$ cat src/rtl/nios_dct_trace_packer_if.sv
// Bus bundle for the OCI data-trace compression buffer controller.
//   slave  : the packer (receives A/D symbol requests, flush and tw_ready;
//            drives grants, the trace-memory frame and the live buffer view)
//   master : the environment (trace sources, trace RAM, OCI test bench)
// Signals:
//   a_valid/a_ready/a_data/a_nsym : address-trace requester
//   d_valid/d_ready/d_data/d_nsym : data-trace requester
//   flush                         : level request to emit a partial frame
//   tw_valid/tw_ready/tw_data/tw_count : trace-memory write port
//   dct_buffer/dct_count/busy     : live packing state
interface nios_dct_trace_packer_if #(
  parameter int SYM_W    = 2,
  parameter int BUF_SYMS = 15,
  parameter int IN_SYMS  = 8,
  parameter int CNT_W    = 4
);
  localparam int BUF_W = BUF_SYMS * SYM_W;
  localparam int IN_W  = IN_SYMS * SYM_W;

  logic             a_valid;
  logic             a_ready;
  logic [IN_W-1:0]  a_data;
  logic [CNT_W-1:0] a_nsym;
  logic             d_valid;
  logic             d_ready;
  logic [IN_W-1:0]  d_data;
  logic [CNT_W-1:0] d_nsym;
  logic             flush;
  logic             tw_valid;
  logic             tw_ready;
  logic [BUF_W-1:0] tw_data;
  logic [CNT_W-1:0] tw_count;
  logic [BUF_W-1:0] dct_buffer;
  logic [CNT_W-1:0] dct_count;
  logic             busy;

  modport slave (
    input  a_valid, a_data, a_nsym, d_valid, d_data, d_nsym, flush, tw_ready,
    output a_ready, d_ready, tw_valid, tw_data, tw_count, dct_buffer, dct_count, busy
  );

  modport master (
    output a_valid, a_data, a_nsym, d_valid, d_data, d_nsym, flush, tw_ready,
    input  a_ready, d_ready, tw_valid, tw_data, tw_count, dct_buffer, dct_count, busy
  );
endinterface

$ cat src/rtl/nios_dct_trace_packer.sv
// Controller for the OCI data-trace compression buffer.
// Two requesters (address trace A, data trace D) share a 15-symbol buffer.
// Their 2-bit symbols are packed LSB-first; full or flushed frames are handed
// to the trace-memory write port over a valid/ready handshake.
// Ports:
//   clk   : system clock, all state on rising edge
//   reset : asynchronous active-high reset
//   bus   : nios_dct_trace_packer_if.slave (requesters, flush, tw port, live view)
module nios_dct_trace_packer #(
  parameter int SYM_W    = 2,
  parameter int BUF_SYMS = 15,
  parameter int IN_SYMS  = 8,
  parameter int CNT_W    = 4
) (
  input logic                     clk,
  input logic                     reset,
  nios_dct_trace_packer_if.slave  bus
);

  localparam int BUF_W = BUF_SYMS * SYM_W;
  localparam int IN_W  = IN_SYMS * SYM_W;
  localparam logic [CNT_W:0]   FULL_CNT = (CNT_W + 1)'(BUF_SYMS);
  localparam logic [CNT_W-1:0] MAX_IN   = CNT_W'(IN_SYMS);

  typedef enum logic {FILL, EMIT} state_t;

  // Symbol counts above the transfer width are treated as a full transfer.
  function automatic logic [CNT_W-1:0] sat_nsym(input logic [CNT_W-1:0] n);
    return (n > MAX_IN) ? MAX_IN : n;
  endfunction

  // Keep only the first n symbols of data and move them to slot 'at'.
  // Shifting the all-ones mask by the full width yields 0, covering n=0.
  function automatic logic [BUF_W-1:0] place(input logic [IN_W-1:0]  data,
                                             input logic [CNT_W-1:0] n,
                                             input logic [CNT_W-1:0] at);
    logic [IN_W-1:0]  mask;
    logic [BUF_W-1:0] ext;
    mask = {IN_W{1'b1}} >> (IN_W - SYM_W * int'(n));
    ext  = BUF_W'(data & mask);
    return ext << (SYM_W * int'(at));
  endfunction

  state_t           state_q, state_d;
  logic [BUF_W-1:0] buf_q, buf_d;
  logic [CNT_W-1:0] cnt_q, cnt_d;
  logic             rr_q, rr_d;     // 1: D has priority on a tie, 0: A

  logic [CNT_W-1:0] n_a, n_d, n_w;
  logic [IN_W-1:0]  data_w;
  logic             pick_d;
  logic [CNT_W:0]   sum;
  logic             a_rdy, d_rdy, tw_vld;

  assign n_a    = sat_nsym(bus.a_nsym);
  assign n_d    = sat_nsym(bus.d_nsym);
  // A lone requester always wins; on a tie the pointer decides.
  assign pick_d = bus.d_valid && (!bus.a_valid || rr_q);
  assign n_w    = pick_d ? n_d : n_a;
  assign data_w = pick_d ? bus.d_data : bus.a_data;
  assign sum    = {1'b0, cnt_q} + {1'b0, n_w};

  always_ff @(posedge clk or posedge reset) begin
    if (reset) begin
      state_q <= FILL;
      buf_q   <= '0;
      cnt_q   <= '0;
      rr_q    <= 1'b0;
    end else begin
      state_q <= state_d;
      buf_q   <= buf_d;
      cnt_q   <= cnt_d;
      rr_q    <= rr_d;
    end
  end

  always_comb begin
    state_d = state_q;
    buf_d   = buf_q;
    cnt_d   = cnt_q;
    rr_d    = rr_q;
    a_rdy   = 1'b0;
    d_rdy   = 1'b0;
    tw_vld  = 1'b0;
    unique case (state_q)
      FILL: begin
        if (bus.flush && (cnt_q != '0)) begin
          state_d = EMIT;
        end else if (bus.a_valid || bus.d_valid) begin
          if (sum <= FULL_CNT) begin
            a_rdy = !pick_d;
            d_rdy = pick_d;
            buf_d = buf_q | place(data_w, n_w, cnt_q);
            cnt_d = sum[CNT_W-1:0];
            rr_d  = !pick_d;
            if (sum == FULL_CNT) state_d = EMIT;
          end else begin
            // Winner keeps its request; it is served once the frame drains.
            state_d = EMIT;
          end
        end
      end
      EMIT: begin
        tw_vld = 1'b1;
        if (bus.tw_ready) begin
          state_d = FILL;
          buf_d   = '0;
          cnt_d   = '0;
        end
      end
      default: state_d = FILL;
    endcase
  end

  assign bus.a_ready    = a_rdy;
  assign bus.d_ready    = d_rdy;
  assign bus.tw_valid   = tw_vld;
  assign bus.tw_data    = tw_vld ? buf_q : '0;
  assign bus.tw_count   = tw_vld ? cnt_q : '0;
  assign bus.dct_buffer = buf_q;
  assign bus.dct_count  = cnt_q;
  assign bus.busy       = (cnt_q != '0) || tw_vld;

endmodule
$ cat src/flat_wrapper.sv
// flat-port wrapper written by rule: the top's interface ports become plain ports
module nios_dct_trace_packer_flat 
#(
  parameter int SYM_W    = 2,
  parameter int BUF_SYMS = 15,
  parameter int IN_SYMS  = 8,
  parameter int CNT_W    = 4
)
  (clk, reset, bus_a_valid, bus_a_data, bus_a_nsym, bus_d_valid, bus_d_data, bus_d_nsym, bus_flush, bus_tw_ready, bus_a_ready, bus_d_ready, bus_tw_valid, bus_tw_data, bus_tw_count, bus_dct_buffer, bus_dct_count, bus_busy);
  nios_dct_trace_packer_if #(.SYM_W(SYM_W), .BUF_SYMS(BUF_SYMS), .IN_SYMS(IN_SYMS), .CNT_W(CNT_W)) bus_i ();
  input logic clk;
  input logic reset;
  input wire logic [$bits(bus_i.a_valid)-1:0] bus_a_valid;
  input wire logic [$bits(bus_i.a_data)-1:0] bus_a_data;
  input wire logic [$bits(bus_i.a_nsym)-1:0] bus_a_nsym;
  input wire logic [$bits(bus_i.d_valid)-1:0] bus_d_valid;
  input wire logic [$bits(bus_i.d_data)-1:0] bus_d_data;
  input wire logic [$bits(bus_i.d_nsym)-1:0] bus_d_nsym;
  input wire logic [$bits(bus_i.flush)-1:0] bus_flush;
  input wire logic [$bits(bus_i.tw_ready)-1:0] bus_tw_ready;
  output wire logic [$bits(bus_i.a_ready)-1:0] bus_a_ready;
  output wire logic [$bits(bus_i.d_ready)-1:0] bus_d_ready;
  output wire logic [$bits(bus_i.tw_valid)-1:0] bus_tw_valid;
  output wire logic [$bits(bus_i.tw_data)-1:0] bus_tw_data;
  output wire logic [$bits(bus_i.tw_count)-1:0] bus_tw_count;
  output wire logic [$bits(bus_i.dct_buffer)-1:0] bus_dct_buffer;
  output wire logic [$bits(bus_i.dct_count)-1:0] bus_dct_count;
  output wire logic [$bits(bus_i.busy)-1:0] bus_busy;
  assign bus_i.a_valid = bus_a_valid;
  assign bus_i.a_data = bus_a_data;
  assign bus_i.a_nsym = bus_a_nsym;
  assign bus_i.d_valid = bus_d_valid;
  assign bus_i.d_data = bus_d_data;
  assign bus_i.d_nsym = bus_d_nsym;
  assign bus_i.flush = bus_flush;
  assign bus_i.tw_ready = bus_tw_ready;
  assign bus_a_ready = bus_i.a_ready;
  assign bus_d_ready = bus_i.d_ready;
  assign bus_tw_valid = bus_i.tw_valid;
  assign bus_tw_data = bus_i.tw_data;
  assign bus_tw_count = bus_i.tw_count;
  assign bus_dct_buffer = bus_i.dct_buffer;
  assign bus_dct_count = bus_i.dct_count;
  assign bus_busy = bus_i.busy;
  nios_dct_trace_packer #(.SYM_W(SYM_W), .BUF_SYMS(BUF_SYMS), .IN_SYMS(IN_SYMS), .CNT_W(CNT_W)) u_core (.clk(clk), .reset(reset), .bus(bus_i));
endmodule
$ cat config.mk
export PLATFORM = sky130hd
export DESIGN_NAME = nios_dct_trace_packer_flat
export DESIGN_NICKNAME = d
export VERILOG_FILES = /design/src/rtl/nios_dct_trace_packer_if.sv /design/src/rtl/nios_dct_trace_packer.sv /design/src/flat_wrapper.sv
export SDC_FILE = /design/constraint.sdc
export NUM_CORES = 1
export LEC_CHECK = 0
export ABC_AREA = 1
export BUFFER_PORTS_ARGS = -buffer_cell sky130_fd_sc_hd__buf_2
export CORE_MARGIN = 2
export CORE_UTILIZATION = 42
export CTS_BUF_LIST = sky130_fd_sc_hd__clkbuf_4
export CTS_CLUSTER_SIZE = 8
export DETAILED_ROUTE_END_ITERATION = 10
export PLACE_DENSITY = 0.7
export SLEW_MARGIN = 20
export SYNTH_ARGS = -nofsm -noshare
export SYNTH_HDL_FRONTEND = slang
export SYNTH_SLANG_ARGS = --single-unit
$ cat constraint.sdc
create_clock -name clk -period 3.83 [get_ports clk]
set_input_delay 0.383 -clock clk [delete_from_list [all_inputs] [get_ports clk]]
set_output_delay 0.383 -clock clk [all_outputs]
set_load 0.02 [all_outputs]
==> results by group <==
Floorplanning
  – Row count: 31
  – Die area: 0.00812 mm2
  – Die Y-Extent: 90.1 um
  – Core area: 0.00721 mm2
  – Die X: 90.1 um
  – Initial core utilization: 43.1%
  – I/O pin cnt: 118

Setup path
  – Crit-path cells: inv_1 > nand2_2 > nand2_2 > nand3_1 > nand2_2 > ha_1 > fa_1 > nand3_1 > nand2_1 > nor3_2 > inv_1 > nor2_1 > buf_2
  – WP data arrival: 2.92 ns
  – Max Fanout on Critical Path: 24
  – Critical path class: reg2out
  – Startpoint type of the worst setup path: flip-flop
  – Worst EP required: 3.45 ns
  – Setup crit end kind: output port
  – Slowest library cell on the worst path: fa_1
  – Most frequent CP cell: nand2_2
  – CP max stage delay: 0.40 ns

STA
  – Worst slew pin tran: 0.690 ns
  – Final hold vios: 0
  – Setup TNS: 0 ns
  – Slew Limit Fails: 0
  – Setup violators final: 0
  – Final Skew: 0.00912 ns
  – Fmax: 303 MHz
  – Hold WS: 0.106 ns
  – Final worst setup slack: 0.528 ns
  – Slew headroom: 54.0%
  – RSZ-0062 raised after global routing: false
  – Final cycle utilization of the critical path: 86.2%
  – Post-layout min period: 3.30 ns

Run status
  – Outcome: finished clean

Global routing
  – Initial antenna violation count: 0
  – Largest net degree at the start of global routing: 37
  – Vias in the first global route: 3350
  – Grt ovf: 0
  – GRT Util Overall: 24.1%
  – First-pass GRT wire length: 16.1 mm

CTS
  – Post-cts resize count: 0
  – TritonCTS buffer count: 5
  – H-tree Lvls: 2
  – Clk buf depth: 2
  – CTS tree: yes
  – Clock-pin slew of the registers on the worst-case setup and hold paths: 0.12 ns
  – # hold bufs at CTS: 0
  – Post-CTS setup buffers: 0
  – Root buf cell: clkbuf_4
  – Num Clock Sinks: 36
  – Clock latency on the worst-skew pair: 0.35 ns

Power
  – Pint: 1.45 mW
  – Sw frac: 53.7%
  – Seq pwr share: 21.4%
  – Leakage: 2.45 nW
  – Psw: 1.67 mW
  – Logic gate share of total power: 65.7%
  – Worst vdd ir: 673 uV
  – PwrDens: 797 mW/mm2
  – Clk pwr share: 13.0%

Routing
  – DRT met1 WL: 4.26 mm
  – First drt pass iteration count: 4
  – Drt drc: 0
  – Drt initial violations: 172
  – DR WL/cell: 13.3 um
  – Met3 WL post-DR: 513 um
  – Metal2 WL: 4.63 mm
  – Vias: 3562
  – Top layer in use: met4
  – WL final: 9.53 mm
  – Vias/cell: 4.99
  – Post-DRT Antenna Nets: 0

Min path
  – Worst min path class: in2async

Final layout
  – Fraction of layout instances using a drive strength above 1: 26.5%
  – Non-filler cells, final: 714
  – Nets@finish: 666
  – P&R area growth vs syn: 25.8%
  – Antenna Cells: 0

Synth
  – Seq cells post-synth: 36
  – Post-Syn Nets: 556
  – Syn_area_per_cell: 6.18 um2
  – Mapped Area: 0.00311 mm2
  – Yosys warning count: 0
  – Seq/Total Area, Yosys: 28.9%
  – Syn Inst Count: 504
  – Synth cell types: 31

Place
  – Pre-CTS setup slack: 0.665 ns
  – HPWL after DPL: 7.75 mm
  – GP Congestion: 0.906
  – Placed Instances: 706
  – I/O Buffers: 117

Flow run
  – Maxcap violations: 0
## cell type report
type | count | area (um2)
Sequential cell | 36 | 901
Tap cell | 99 | 124
Timing Repair Buffer | 126 | 653
Clock buffer | 5 | 37.5
Fill cell | 748 | 3300
Inverter | 77 | 289
Clock inverter | 3 | 90.1
Multi-Input combinational cell | 368 | 1820
## worst max-delay path, delay by kind of cell, from the launching register on
kind / cells / cell delay [ns]
adder cells (fa/ha/maj): 2 / 0.63
buffers and inverters: 3 / 0.37
flip-flops: 1 / 0.34
AND/OR/NAND/NOR: 8 / 1.21
## layout by cell type (no fill, tap or decap), drive strengths merged
master	instances
xnor2	2
o22ai	5
fa	1
mux2i	1
o21ai	7
buf	126
o21a	11
o21bai	1
a21boi	4
inv	76
clkbuf	5
nor3	8
a21oi	25
clkinv	1
nand3	76
nor4	3
dfrtp	36
nand4	13
ha	5
nand2	187
bufinv	3
nor2	19
## path summary, 6_finish.rpt
| check | startpoint | to | slack [ns] | cells after the start |
|---|---|---|---|---|
| min in group clk | bus_flush | u_core.state_q | 0.36 | 3 |
| hold reg to reg | u_core.bus.dct_buffer[1] | u_core.bus.dct_buffer[1] | 0.52 | 1 |
| max in group asynchronous | reset | u_core.bus.dct_buffer[24] | 3.40 | 3 |
| hold / removal | reset | u_core.bus.dct_buffer[21] | 0.11 | 3 |
| setup reg to reg | u_core.rr_q | u_core.bus.dct_buffer[11] | 0.78 | 15 |
| setup / recovery | u_core.rr_q | bus_a_ready | 0.53 | 13 |
## through the flow
step / util [%] / area, um2 / total power, mW
global route: 54.3 / 3920 / 3.39
detailed placement: 52.5 / 3790 / 2.71
CTS: 54.3 / 3920 / 3.12
finish: 54.3 / 3920 / 3.12
global placement: 52.5 / 3790 / 2.70
floorplan: - / 3110 / 2.10
## cell usage after synthesis, drive strengths merged
master | n | share of area (%)
buf | 12 | 1.9
clkinv | 1 | 0.12
nand2 | 187 | 23
fa | 1 | 0.64
a21oi | 25 | 4.0
o21a | 11 | 2.7
a21boi | 4 | 0.96
clkbuf | 11 | 1.3
inv | 76 | 9.2
nor3 | 8 | 1.6
o21bai | 1 | 0.24
mux2i | 1 | 0.32
nand4 | 13 | 2.6
dfrtp | 36 | 29
o21ai | 7 | 1.1
nor2 | 19 | 3.6
ha | 5 | 2.0
nor4 | 3 | 0.60
o22ai | 5 | 1.0
nand3 | 76 | 14
xnor2 | 2 | 0.56
## power groups by stage
stage | combinational [mW] | sequential (mW) | clock [mW]
4_1_cts | 2.05 | 0.665 | 0.409
2_1_floorplan | 1.29 | 0.808 | 0
3_5_place_dp | 2.04 | 0.675 | 0
3_3_place_gp | 2.03 | 0.669 | 0
6_report | 2.05 | 0.667 | 0.404
5_1_grt | 2.28 | 0.691 | 0.425
## flip-flops by register name (all words and copies together) (netlist names)
signal,flops
u_core.state_q,1
u_core.bus.dct_count,4
u_core.bus.dct_buffer,30
u_core.rr_q,1
## cells by family (layout without fill, tap and decap cells)
group,count (synthesis),count (layout),synth area share [%]
compound gates,53,53,10.0
xor+xnor,2,2,0.563
fa+ha+maj,6,6,2.65
buf+inv,100,211,12.5
flops,36,36,28.9
mux,1,1,0.322
simple gates,306,306,45.0
## metal layers
| metal | vias up | track usage [%] |
|---|---|---|
| li1 | 1830 | - |
| met1 | 1605 | 32.5 |
| met2 | 114 | 41.2 |
| met3 | 13 | 3.44 |
| met4 | 0 | 5.26 |
| met5 | - | 0 |
No activity file was read; power rests on OpenSTA's default activity.
